<file path="src/rtl/n64_joybus_tx_if.sv">
// Request/status bundle between the response builder and the joybus transmitter.
// The builder holds the master side; the transmitter holds the slave side.
interface n64_joybus_tx_if;
   logic        start;
   logic [31:0] tx_data;
   logic [2:0]  tx_len;
   logic        line_low;
   logic        busy;
   logic        done;

   modport master (output start, tx_data, tx_len, input line_low, busy, done);
   modport slave  (input start, tx_data, tx_len, output line_low, busy, done);
endinterface

</file>
<file path="src/rtl/n64_joybus_tx.sv">
// N64 joybus response transmitter: pulse-width encodes up to 4 bytes MSB-first plus a stop bit.
// Define RESP_DELAY_EN to insert a RESP_DELAY_US turnaround before the first bit.
module n64_joybus_tx #(
   parameter int US_TICKS      = 12,
   parameter int RESP_DELAY_US = 2
) (
   input  logic           clk,
   input  logic           reset,
   n64_joybus_tx_if.slave bus
);

   localparam int CNT_W = $clog2(3 * US_TICKS);
   localparam logic [CNT_W-1:0] END_1US = CNT_W'(US_TICKS - 1);
   localparam logic [CNT_W-1:0] END_2US = CNT_W'(2 * US_TICKS - 1);
   localparam logic [CNT_W-1:0] END_3US = CNT_W'(3 * US_TICKS - 1);

   typedef enum logic [2:0] {
      IDLE      = 3'd0,
`ifdef RESP_DELAY_EN
      DELAY     = 3'd1,
`endif
      BIT_LOW   = 3'd2,
      BIT_HIGH  = 3'd3,
      STOP_LOW  = 3'd4,
      STOP_HIGH = 3'd5
   } state_t;

   state_t           state_reg, state_next;
   logic [31:0]      shift_reg;
   logic [5:0]       bits_left_reg;
   logic [CNT_W-1:0] cnt_reg;
   logic [CNT_W-1:0] phase_end;
   logic             phase_last;
   logic             accept;
   logic             line_low_reg, line_low_next;
   logic             busy_reg, busy_next;
   logic             done_reg, done_next;
   logic [2:0]       len_clamped;

`ifdef RESP_DELAY_EN
   localparam int DLY_CYCLES = RESP_DELAY_US * US_TICKS;
   localparam int DLY_W      = $clog2(DLY_CYCLES + 1);
   logic [DLY_W-1:0] dly_cnt_reg;
   logic             dly_last;
   assign dly_last = (dly_cnt_reg == DLY_W'(DLY_CYCLES - 1));
`endif

   assign len_clamped = (bus.tx_len > 3'd4) ? 3'd4 : bus.tx_len;

   // Low/high split of a bit cell depends on the bit currently at the MSB.
   always_comb begin
      phase_end = END_2US;
      case (state_reg)
         BIT_LOW:  phase_end = shift_reg[31] ? END_1US : END_3US;
         BIT_HIGH: phase_end = shift_reg[31] ? END_3US : END_1US;
         default:  phase_end = END_2US;
      endcase
      phase_last = (cnt_reg == phase_end);
   end

   // busy_reg set while still in IDLE marks the cycle right after acceptance.
   always_comb begin
      state_next = state_reg;
      busy_next  = busy_reg;
      done_next  = 1'b0;
      accept     = 1'b0;
      case (state_reg)
         IDLE: begin
            if (busy_reg) begin
`ifdef RESP_DELAY_EN
               state_next = DELAY;
`else
               state_next = BIT_LOW;
`endif
            end else if (bus.start && (bus.tx_len != 3'd0)) begin
               accept    = 1'b1;
               busy_next = 1'b1;
            end
         end
`ifdef RESP_DELAY_EN
         DELAY:     if (dly_last) state_next = BIT_LOW;
`endif
         BIT_LOW:   if (phase_last) state_next = BIT_HIGH;
         BIT_HIGH:  if (phase_last) state_next = (bits_left_reg == 6'd1) ? STOP_LOW : BIT_LOW;
         STOP_LOW:  if (phase_last) state_next = STOP_HIGH;
         STOP_HIGH: begin
            if (phase_last) begin
               state_next = IDLE;
               done_next  = 1'b1;
               busy_next  = 1'b0;
            end
         end
         default:   state_next = IDLE;
      endcase
      line_low_next = (state_next == BIT_LOW) || (state_next == STOP_LOW);
   end

   always_ff @(posedge clk or posedge reset) begin
      if (reset) state_reg <= IDLE;
      else       state_reg <= state_next;
   end

   always_ff @(posedge clk or posedge reset) begin
      if (reset) begin
         shift_reg     <= '0;
         bits_left_reg <= '0;
         cnt_reg       <= '0;
         line_low_reg  <= 1'b0;
         busy_reg      <= 1'b0;
         done_reg      <= 1'b0;
      end else begin
         line_low_reg <= line_low_next;
         busy_reg     <= busy_next;
         done_reg     <= done_next;
         if (accept) begin
            shift_reg     <= bus.tx_data;
            bits_left_reg <= {len_clamped, 3'b000};
         end else if ((state_reg == BIT_HIGH) && phase_last) begin
            shift_reg     <= {shift_reg[30:0], 1'b0};
            bits_left_reg <= bits_left_reg - 6'd1;
         end
         if ((state_next != state_reg) || (state_reg == IDLE))
            cnt_reg <= '0;
         else
            cnt_reg <= cnt_reg + 1'b1;
      end
   end

`ifdef RESP_DELAY_EN
   always_ff @(posedge clk or posedge reset) begin
      if (reset)                  dly_cnt_reg <= '0;
      else if (state_reg == DELAY) dly_cnt_reg <= dly_cnt_reg + 1'b1;
      else                        dly_cnt_reg <= '0;
   end
`endif

   assign bus.line_low = line_low_reg;
   assign bus.busy     = busy_reg;
   assign bus.done     = done_reg;

endmodule

</file>
<file path="src/flat_wrapper.sv">
// flat-port wrapper written by rule: the top's interface ports become plain ports
module n64_joybus_tx_flat 
#(
   parameter int US_TICKS      = 12,
   parameter int RESP_DELAY_US = 2
)
  (clk, reset, bus_start, bus_tx_data, bus_tx_len, bus_line_low, bus_busy, bus_done);
  n64_joybus_tx_if bus_i ();
  input  logic clk;
  input  logic reset;
  input wire logic [$bits(bus_i.start)-1:0] bus_start;
  input wire logic [$bits(bus_i.tx_data)-1:0] bus_tx_data;
  input wire logic [$bits(bus_i.tx_len)-1:0] bus_tx_len;
  output wire logic [$bits(bus_i.line_low)-1:0] bus_line_low;
  output wire logic [$bits(bus_i.busy)-1:0] bus_busy;
  output wire logic [$bits(bus_i.done)-1:0] bus_done;
  assign bus_i.start = bus_start;
  assign bus_i.tx_data = bus_tx_data;
  assign bus_i.tx_len = bus_tx_len;
  assign bus_line_low = bus_i.line_low;
  assign bus_busy = bus_i.busy;
  assign bus_done = bus_i.done;
  n64_joybus_tx #(.US_TICKS(US_TICKS), .RESP_DELAY_US(RESP_DELAY_US)) u_core (.clk(clk), .reset(reset), .bus(bus_i));
endmodule
</file>
<file path="config.mk">
export PLATFORM = sky130hd
export DESIGN_NAME = n64_joybus_tx_flat
export DESIGN_NICKNAME = d
export VERILOG_FILES = /design/src/rtl/n64_joybus_tx_if.sv /design/src/rtl/n64_joybus_tx.sv /design/src/flat_wrapper.sv
export SDC_FILE = /design/constraint.sdc
export NUM_CORES = 1
export LEC_CHECK = 0
export ABC_AREA = 1
export BUFFER_PORTS_ARGS = -buffer_cell sky130_fd_sc_hd__buf_2
export CAP_MARGIN = 10
export CORE_MARGIN = 4
export CORE_UTILIZATION = 60
export DETAILED_ROUTE_END_ITERATION = 7
export GPL_ROUTABILITY_DRIVEN = 0
export PLACE_DENSITY = 0.86
export SLEW_MARGIN = 20
export SYNTH_ARGS = -nofsm -noshare
export SYNTH_HDL_FRONTEND = slang
export SYNTH_SLANG_ARGS = --single-unit
export TNS_END_PERCENT = 10
</file>
<file path="constraint.sdc">
create_clock -name clk -period 5.2 [get_ports clk]
set_clock_uncertainty 0.15 [all_clocks]
set_input_delay 1.04 -clock clk [delete_from_list [all_inputs] [get_ports clk]]
set_output_delay 1.04 -clock clk [all_outputs]
set_load 0.01 [all_outputs]
</file>
==> key figures, run 1 <==
Outcome
  • Outcome: complete, no violations

Clock network
  • Skew-Pair Late Insertion Delay: 0.30 ns
  • CTS clock-pin slew for the worst setup and hold paths: 0.09 ns
  • CTS Buf Count: 5
  • CTS tree: built
  • Clock Tree Root: clkbuf_8
  • Clk buf depth: 2
  • H-tree levels: 2
  • Clock sink count: 50
  • Post-cts hold buffer count: 0
  • # resized after CTS: 0
  • Setup repair bufs after CTS: 0

Synthesis
  • Synth Cell Area: 2460 um2
  • Syn nets: between 300 and 400
  • Post-synth top area cell: dfrtp_1
  • Synth top area cells: dfrtp_1 51%, nand2_1 20%, nand3_1 9.8%
  • Gate Count Post-Synth: about 320
  • FF+latch count, synth: 50
  • Yosys warnings: 0
  • Avg Inst Size Synth: 7.809 um2
  • Netlist cell types: 28
  • Area share of the largest cell type after synthesis: 0.5086
  • Sequential element share of the synthesized area: 0.5086

Global routing
  • Total gr overflow: 0
  • Vias in the first global route: 1958
  • Largest net degree at the start of global routing: 51
  • Total global-route track usage: 0.2001
  • Initial antenna violation count: 0
  • First-pass GRT wire length: 8.211 mm

Layout
  • Share of post-route cells with drive strength above 1: 0.1751
  • Final cell count without fillers: 404
  • Most common cell after layout, fill and taps aside: nand2_1
  • Largest register FFs: 32
  • FILL cells: about 340
  • Diode count: 0
  • Commonest non-fill, non-tap cells in the layout: 130 x nand2_1, 50 x dfrtp_1, 48 x nand3_1, 40 x buf_2, 24 x nor2_1
  • Area grow syn2layout: 11.85%
  • Final-stage net count: 394

Routing
  • Routed wire per std cell: 11.90 um
  • Vias per inst: 5.111
  • Routed via count: 2065
  • DRT iter0 DRCs: 130
  • Antenna-violating nets left: 0
  • # DRC: 0
  • DR pass1 iterations: 4
  • Routed wire length: just under 5 mm

Place
  • Pre-CTS WS: 1.945 ns
  • Count of input and output buffers: 40
  • Final HPWL from detailed placement: 3.300 mm
  • Placed insts: 396

Setup path
  • Type of origin of the critical path: primary input
  • Worst endpoint data arrival time: between 2 and 3 ns
  • Worst r2r src: u_core.state_reg[1]
  • Crit Path Class: in -> reg
  • FF-to-FF path depth: 8
  • CP max FO: 35
  • CP Capture Type: register
  • R2R Setup Slk: 2.70 ns
  • Critical path required time: 5.28 ns
  • R2r endpoint: u_core.bits_left_reg[4]

Timing
  • Worst slew pin tran: 0.8636 ns
  • Final setup vio count: 0
  • Final Hold Viols: 0
  • Period utilization: 0.5524
  • Peak Freq: 0.3481 GHz
  • RSZ-0062 raised after global routing: no
  • Total negative slack: 0 ns
  • Relative slew margins: 0.4207
  • Slew Limit Fails: 0
  • PnR worst setup slack: 2.327 ns
  • Minimum clock period: 2.873 ns

Power
  • PwrDens: 467.3 nW/um2
  • Max VDD drop: 0.0002539 V
  • Pleak: 1.408 nW

Worst hold path
  • Hold path endpoint: u_core.cnt_reg[0]
  • Worst hold path type: reg -> reg
  • HP Start: u_core.cnt_reg[0]
  • Hold Path Cell Cnt: 1

Floorplanning
  • Full die area: 5188 um2
  • Height of the die: 72.03 um
  • Core Footprint: between 3000 and 4000 um2
  • Die W: 72.03 um
  • IO Pins: 41
  • Rows: 23
  • Initial Util: 0.6194

Job
  • Max-cap violation count: 0
## metal layers
layer | wire length [um] | GRT usage | vias up
met1 | 2219 | 0.2525 | 934
met4 | 126 | 0.09186 | 0
met3 | 239 | 0.04571 | 15
met5 | 0 | 0 | -
li1 | - | - | 1064
met2 | 2223 | 0.3286 | 52
## per-stage QoR
step / hold WS, ns / util / cell area, um2 / power (W)
2_1_floorplan: 0.2829 / - / 2460 / 0.0009565
3_3_place_gp: 0.3045 / 0.6686 / 2655 / 0.001030
3_5_place_dp: 0.3040 / 0.6686 / 2655 / 0.001055
4_1_cts: 0.3169 / 0.6925 / 2750 / 0.001294
5_1_grt: 0.3496 / 0.6928 / 2751 / 0.001395
6_report: 0.3145 / 0.6928 / 2751 / 0.001286
## cell usage after synthesis, drive strengths merged
cell and n:
nor3b 2, o22ai 1, dfrtp 50, o21ai 6, xor2 4, nand4 1, inv 22, clkbuf 3
ha 3, nand2 133, clkinv 2, o31ai 1, xnor2 1, a21oi 3, nor2 26, nor3 2
buf 6, nand3 49
## cell families (layout without fill, tap and decap cells)
| kind of cell | count (synthesis) | in the layout | share of synthesized area |
|---|---|---|---|
| AOI/OAI and AO/OA | 11 | 11 | 0.02543 |
| xor gates and xnor gates | 5 | 5 | 0.01780 |
| adders and majority gates | 3 | 3 | 0.01526 |
| buffers and inverters | 33 | 72 | 0.06459 |
| DFF | 50 | 50 | 0.5086 |
| and+or+nand+nor | 213 | 213 | 0.3683 |
## worst max-delay path: stages
cell and delay, ns:
buf_2 0.11, inv_1 0.09, nand2_1 0.06, nand2_1 0.05, nor2_1 0.05, nand2_2 0.16, clkinv_1 0.72, o31ai_1 0.50
nand2_1 0.08, o21ai_0 0.07
## report_power, final
| group | internal [W] | switching [W] |
|---|---|---|
| clock | 0.000107 | 0.000130 |
| sequential | 0.000554 | 0.000108 |
| combinational | 0.000157 | 0.000229 |
## worst max path at each step
stage | from | endpoint | slack (ns)
after CTS | bus_tx_len[2] | u_core.bits_left_reg[4] | 2.30
after floorplan | reset | u_core.bits_left_reg[0] | 2.81
after detailed placement | bus_tx_len[2] | u_core.bits_left_reg[4] | 1.95
after global routing | bus_tx_len[2] | u_core.bits_left_reg[4] | 2.07
after global placement | bus_tx_len[2] | u_core.bits_left_reg[4] | 2.02
final | bus_tx_len[2] | u_core.bits_left_reg[4] | 2.33
## cell type report
class,count,area (um2),area share
clock buffers,6,82.58,0.03001
clock inverters,2,12.51,0.004548
inverters,24,92.59,0.03365
multi-input cells,232,1050,0.3815
flip-flops and latches,50,1251,0.4548
well taps,50,62.56,0.02274
repair buffers,40,200.2,0.07276
(Power assumes the default switching activity.)
==> run 2, diff against run 1 <==
--- a/config.mk
+++ b/config.mk
@@ -9,10 +9,10 @@
 export BUFFER_PORTS_ARGS = -buffer_cell sky130_fd_sc_hd__buf_2
 export CAP_MARGIN = 10
 export CORE_MARGIN = 4
-export CORE_UTILIZATION = 60
+export CORE_UTILIZATION = 50
 export DETAILED_ROUTE_END_ITERATION = 7
 export GPL_ROUTABILITY_DRIVEN = 0
-export PLACE_DENSITY = 0.86
+export PLACE_DENSITY = 0.77
 export SLEW_MARGIN = 20
 export SYNTH_ARGS = -nofsm -noshare
 export SYNTH_HDL_FRONTEND = slang
==> constraint.sdc (replaced) <==
create_clock -name clk -period 2.5 [get_ports clk]
set_clock_uncertainty 0.15 [all_clocks]
set_input_delay 0.5 -clock clk [delete_from_list [all_inputs] [get_ports clk]]
set_output_delay 0.5 -clock clk [all_outputs]
set_load 0.01 [all_outputs]
==> run 2 against run 1 <==
Combinational power is 110% higher. Critical path type is now reg -> reg. Sequential cell count is the same. First-iteration DRC count decreased by 4.6%. Clock-buffer cell count unchanged. Design area is 3.0% higher. Largest cell class unchanged. Sequential share of layout area down 1.3 points. Hold slack got worse by 0.11 ns. Non-clock buffer count is 2 higher. Worst setup slack got worse by 2.0 ns. Largest power group unchanged. Highest routed layer unchanged.
==> key figures, run 2 (synthesized netlist as in run 1, its figures left out) <==
Outcome
  • Outcome: complete, no violations

Layout
  • Area grow syn2layout: 15.21%
  • Layout Utilization: 0.5961
  • Final-stage net count: between 300 and 400
  • Commonest non-fill, non-tap cells in the layout: 130 x nand2_1, 50 x dfrtp_1, 48 x nand3_1, 40 x buf_2, 24 x nor2_1
  • Share of post-route cells with drive strength above 1: 0.1798
  • Most common cell after layout, fill and taps aside: nand2_1
  • Largest register FFs: 32
  • Diode count: 0
  • FILL cells: 472
  • Final cell count without fillers: 423

Routing
  • Antenna-violating nets left: 0
  • Routed via count: 2086
  • DRT iter0 DRCs: 124
  • DR pass1 iterations: 4
  • Vias per inst: 4.931
  • Routed wire per std cell: 11.32 um
  • Routed wire length: 4.787 mm
  • # DRC: 0

Clock network
  • H-tree levels: 2
  • CTS tree: built
  • Clock Tree Root: clkbuf_8
  • Clock sink count: 50
  • Clk buf depth: 2
  • Setup repair bufs after CTS: 0
  • CTS clock-pin slew for the worst setup and hold paths: 0.09 ns
  • Skew-Pair Late Insertion Delay: 0.30 ns
  • # resized after CTS: 0
  • CTS Buf Count: 5
  • Post-cts hold buffer count: 0

Power
  • Total power: approximately 0.0029 W
  • Pleak: 1.443 nW
  • Max VDD drop: slightly above 0.0004 V
  • PwrDens: 1015 nW/um2

Timing
  • Worst slew pin tran: 0.6121 ns
  • Period utilization: 0.8599
  • Final setup vio count: 0
  • Relative slew margins: 0.5919
  • Slew Limit Fails: 0
  • Total negative slack: 0 ns
  • Minimum clock period: 2.150 ns
  • RSZ-0062 raised after global routing: no
  • Final Hold Viols: 0
  • PnR worst setup slack: 0.3504 ns
  • Peak Freq: 0.4652 GHz

Place
  • Pre-CTS WS: 0.3747 ns
  • Count of input and output buffers: 40
  • Placed insts: 415
  • Final HPWL from detailed placement: between 3 and 4 mm

Floorplanning
  • Initial Util: 0.5174
  • Height of the die: 78.14 um
  • Die W: 78.14 um
  • Rows: 25
  • IO Pins: between 40 and 50
  • Full die area: 6106 um2
  • Core Footprint: 4755 um2

Setup path
  • Crit Path Class: reg -> reg
  • Worst endpoint data arrival time: approximately 2.2 ns
  • Worst r2r src: u_core.state_reg[0]
  • Critical path startpoint: u_core.state_reg[0]
  • FF-to-FF path depth: 11
  • R2r endpoint: u_core.bits_left_reg[2]
  • CP max FO: 32
  • R2R Setup Slk: 0.35 ns
  • Worst Setup EP: u_core.bits_left_reg[2]
  • CP Capture Type: register
  • Critical path required time: around 2.6 ns
  • Type of origin of the critical path: register

Global routing
  • First-pass GRT wire length: 8.604 mm
  • Total global-route track usage: 0.1731
  • Initial antenna violation count: 0
  • Largest net degree at the start of global routing: 51
  • Vias in the first global route: roughly 2000
  • Total gr overflow: 0

Job
  • Max-cap violation count: 0

Worst hold path
  • Worst hold path type: in -> async
run 2: changes by cell type in the layout (fill, tap and decap cells not counted), sizes merged:
cell / change
bufinv: +2
inv: +1
clkinvlp: -1
clkinv: -2
buf: +2
run 2: cell type report:
| type | count | area [um2] | area share |
|---|---|---|---|
| well taps | 67 | 83.83 | 0.02958 |
| flip-flops and latches | 50 | 1251 | 0.4415 |
| multi-input cells | 232 | 1050 | 0.3704 |
| repair buffers | 42 | 215.2 | 0.07594 |
| clock buffers | 6 | 82.58 | 0.02914 |
| inverters | 24 | 91.34 | 0.03223 |
| clock inverters | 2 | 60.06 | 0.02119 |
run 2: critical path, stage by stage (launching register included):
cell	delay (ns)
dfrtp_1	0.44
inv_1	0.14
nand3_1	0.16
inv_2	0.10
nand2_1	0.06
nand3_1	0.07
nand2_1	0.09
nor2_4	0.15
nand2_4	0.09
inv_2	0.39
nand3_1	0.12
o21ai_1	0.11
run 2: layer usage:
layer | routed length (um) | global-route usage | share of wire
met5 | 0 | 0 | 0
met4 | 80 | 0.06119 | 0.017
met3 | 243 | 0.03670 | 0.051
met2 | 2287 | 0.2988 | 0.48
met1 | 2175 | 0.2142 | 0.45
run 2: power by group:
group	internal [W]	switching [W]	total [W]
clock	0.000427	0.000270	0.000696
combinational	0.000329	0.000472	0.000801
sequential	0.00115	0.000227	0.00138
total	0.00191	0.000969	0.00288
run 2: how the worst min path moves through the flow:
stage,from,endpoint,slack [ns]
2_1_floorplan,u_core.cnt_reg[0],u_core.cnt_reg[0],0.28
3_3_place_gp,u_core.cnt_reg[0],u_core.cnt_reg[0],0.30
3_5_place_dp,u_core.cnt_reg[0],u_core.cnt_reg[0],0.30
4_1_cts,reset,u_core.shift_reg[25],0.22
5_1_grt,bus_tx_data[15],u_core.shift_reg[15],0.25
6_report,reset,u_core.shift_reg[25],0.20
run 2: through the flow:
step                instance area, um2  hold WS, ns
global placement                  2691       0.3011
CTS                               2834       0.2224
detailed placement                2691       0.3020
floorplan                         2460       0.2829
global route                      2834       0.2479
finish                            2834       0.2010
==> run 3, diff against run 2 <==
--- a/config.mk
+++ b/config.mk
@@ -9,10 +9,10 @@
 export BUFFER_PORTS_ARGS = -buffer_cell sky130_fd_sc_hd__buf_2
 export CAP_MARGIN = 10
 export CORE_MARGIN = 4
-export CORE_UTILIZATION = 50
+export CORE_UTILIZATION = 45
 export DETAILED_ROUTE_END_ITERATION = 7
 export GPL_ROUTABILITY_DRIVEN = 0
-export PLACE_DENSITY = 0.77
+export PLACE_DENSITY = 0.71
 export SLEW_MARGIN = 20
 export SYNTH_ARGS = -nofsm -noshare
 export SYNTH_HDL_FRONTEND = slang
==> run 3 against run 2 <==
Maximum frequency is 3.9% higher. Design area is 0.13% lower. First-iteration DRC count is 16% lower. Critical path depth stayed put. Global-route usage is 0.36 points lower. Sequential power hardly changed. Die area is 9.9% higher. Utilization is 5.2 points lower. Non-clock buffer count is 2 higher. Sequential share of layout area is 0.059 points higher. Largest cell class unchanged.
==> key figures, run 3 (synthesized netlist as in run 1, its figures left out) <==
Layout
  • Diode count: 0
  • Commonest non-fill, non-tap cells in the layout: 130 x nand2_1, 50 x dfrtp_1, 48 x nand3_1, 40 x buf_2, 24 x nor2_1
  • Final-stage net count: 398
  • Most common cell after layout, fill and taps aside: nand2_1
  • Largest register FFs: 32
  • FILL cells: 512
  • Share of post-route cells with drive strength above 1: 0.1821
  • Area grow syn2layout: 15.06%
  • Final cell count without fillers: 427

Global routing
  • First-pass GRT wire length: 8.694 mm
  • Vias in the first global route: 1972
  • Total global-route track usage: 0.1695
  • Initial antenna violation count: 0
  • Total gr overflow: 0
  • Largest net degree at the start of global routing: 34

Setup path
  • Worst endpoint data arrival time: 2.17 ns
  • CP Buf/Inv Count: 2
  • Type of origin of the critical path: register
  • Max stage delay on crit path: 0.42 ns
  • CP Capture Type: register
  • Crit Path Class: reg -> reg
  • Kind of cell adding the most delay to the critical path: simple AND/OR/NAND/NOR gates
  • Slowest-stage cell, CP: dfrtp_1
  • Sequence of cells on the critical path: inv_1 -> nand3_1 -> nand2_1 -> nand3_1 -> nand2_1 -> nor2_4 -> nand2_4 -> nand2_4 -> inv_2 -> nand2_1 -> nand3_1
  • Critical path required time: 2.60 ns
  • CP max FO: 32

Floorplanning
  • Rows: 26
  • Core Footprint: between 5000 and 6000 um2
  • IO Pins: 41
  • Die W: 81.94 um
  • Full die area: 6713 um2
  • Initial Util: 0.4726
  • Height of the die: 81.94 um

Timing
  • Period utilization: 0.8277
  • Minimum clock period: 2.069 ns
  • Final Hold Viols: 0
  • PnR worst setup slack: between 0.4 and 0.5 ns
  • Final setup vio count: 0
  • Total negative slack: 0 ns
  • RSZ-0062 raised after global routing: no
  • Worst slew pin tran: 0.6174 ns
  • Relative slew margins: 0.5878
  • Slew Limit Fails: 0
  • Peak Freq: 0.4833 GHz

Clock network
  • Skew-Pair Late Insertion Delay: 0.31 ns
  • CTS clock-pin slew for the worst setup and hold paths: 0.09 ns
  • Clock sink count: 50
  • CTS Buf Count: 5
  • Post-cts hold buffer count: 0
  • Setup repair bufs after CTS: 0
  • # resized after CTS: 0
  • Clk buf depth: 2
  • CTS tree: built
  • H-tree levels: 2
  • Clock Tree Root: clkbuf_8

Power
  • Total power: 0.002753 W
  • Max VDD drop: 0.0004506 V
  • PwrDens: 972.6 nW/um2
  • Pleak: about 1.4 nW
  • Net Sw Frac: 0.3539
  • Switching power: approximately 0.00097 W
  • Clock share of power: 0.206
  • Comb power frac: 0.294
  • P_int: 0.001778 W
  • Share of power burned in registers: 0.500

Routing
  • Routed wire per std cell: 11.74 um
  • DRT iter0 DRCs: 104
  • # DRC: 0
  • Routed via count: approximately 2100
  • Antenna-violating nets left: 0
  • Vias per inst: 4.890
  • Routed wire length: 5.013 mm
  • DR pass1 iterations: 5

Outcome
  • Outcome: complete, no violations

Worst hold path
  • Worst hold path type: in -> async

Job
  • Max-cap violation count: 0

Place
  • Placed insts: 420
  • Final HPWL from detailed placement: 3.576 mm
  • Pre-CTS WS: 0.4294 ns
  • Count of input and output buffers: 40
==> run 3: cell types whose count changed in the layout (fill, tap and decap cells not counted) <==
cell and delta:
clkbuf_8 -1, bufinv_16 -1, buf_12 +1, clkinv_4 +1, buf_4 +1
==> run 3: power by group through the flow <==
stage	clock network, W	logic, W	registers, W
CTS	0.000589	0.000822	0.00138
global placement	0	0.000788	0.00139
floorplan	0	0.000652	0.00134
global route	0.000625	0.000964	0.00142
finish	0.000566	0.000810	0.00138
detailed placement	0	0.000818	0.00139
==> run 3: final cells by class <==
cell class / instances / area (um2) / share of cell area
clock buffers: 5 / 68.82 / 0.02431
clock inverters: 2 / 38.79 / 0.01370
inverters: 24 / 91.34 / 0.03227
multi-input cells: 232 / 1050 / 0.3709
flip-flops and latches: 50 / 1251 / 0.4421
well taps: 70 / 87.58 / 0.03095
repair buffers: 44 / 242.7 / 0.08577
==> run 3: worst paths after layout <==
path	from	depth (start not counted)	slack, ns	to
worst min-delay path	reset	2	0.11	u_core.shift_reg[26]
worst min register to register	u_core.cnt_reg[0]	1	0.31	u_core.cnt_reg[0]
worst max register to register	u_core.state_reg[0]	11	0.43	u_core.shift_reg[1]
worst max-delay path	u_core.state_reg[0]	11	0.43	u_core.shift_reg[1]
max in group asynchronous	reset	3	1.48	u_core.bits_left_reg[2]
min in group clk	bus_tx_data[0]	3	0.24	u_core.shift_reg[0]
==> run 3: stage by stage <==
| stage | util | hold slack [ns] | cell area [um2] |
|---|---|---|---|
| 6_report | 0.5438 | 0.1057 | 2830 |
| 5_1_grt | 0.5438 | 0.1560 | 2830 |
| 4_1_cts | 0.5438 | 0.1251 | 2830 |
| 3_5_place_dp | 0.5231 | 0.3037 | 2723 |
| 3_3_place_gp | 0.5231 | 0.3040 | 2723 |
| 2_1_floorplan | - | 0.2829 | 2460 |
==> run 3: routing by layer <==
| layer | vias to the layer above | routed length [um] | global-route usage |
|---|---|---|---|
| li1 | 1074 | - | - |
| met1 | 964 | 2361 | 0.2105 |
| met2 | 44 | 2309 | 0.2795 |
| met3 | 6 | 287 | 0.05482 |
| met4 | 0 | 55 | 0.05316 |
| met5 | - | 0 | 0 |
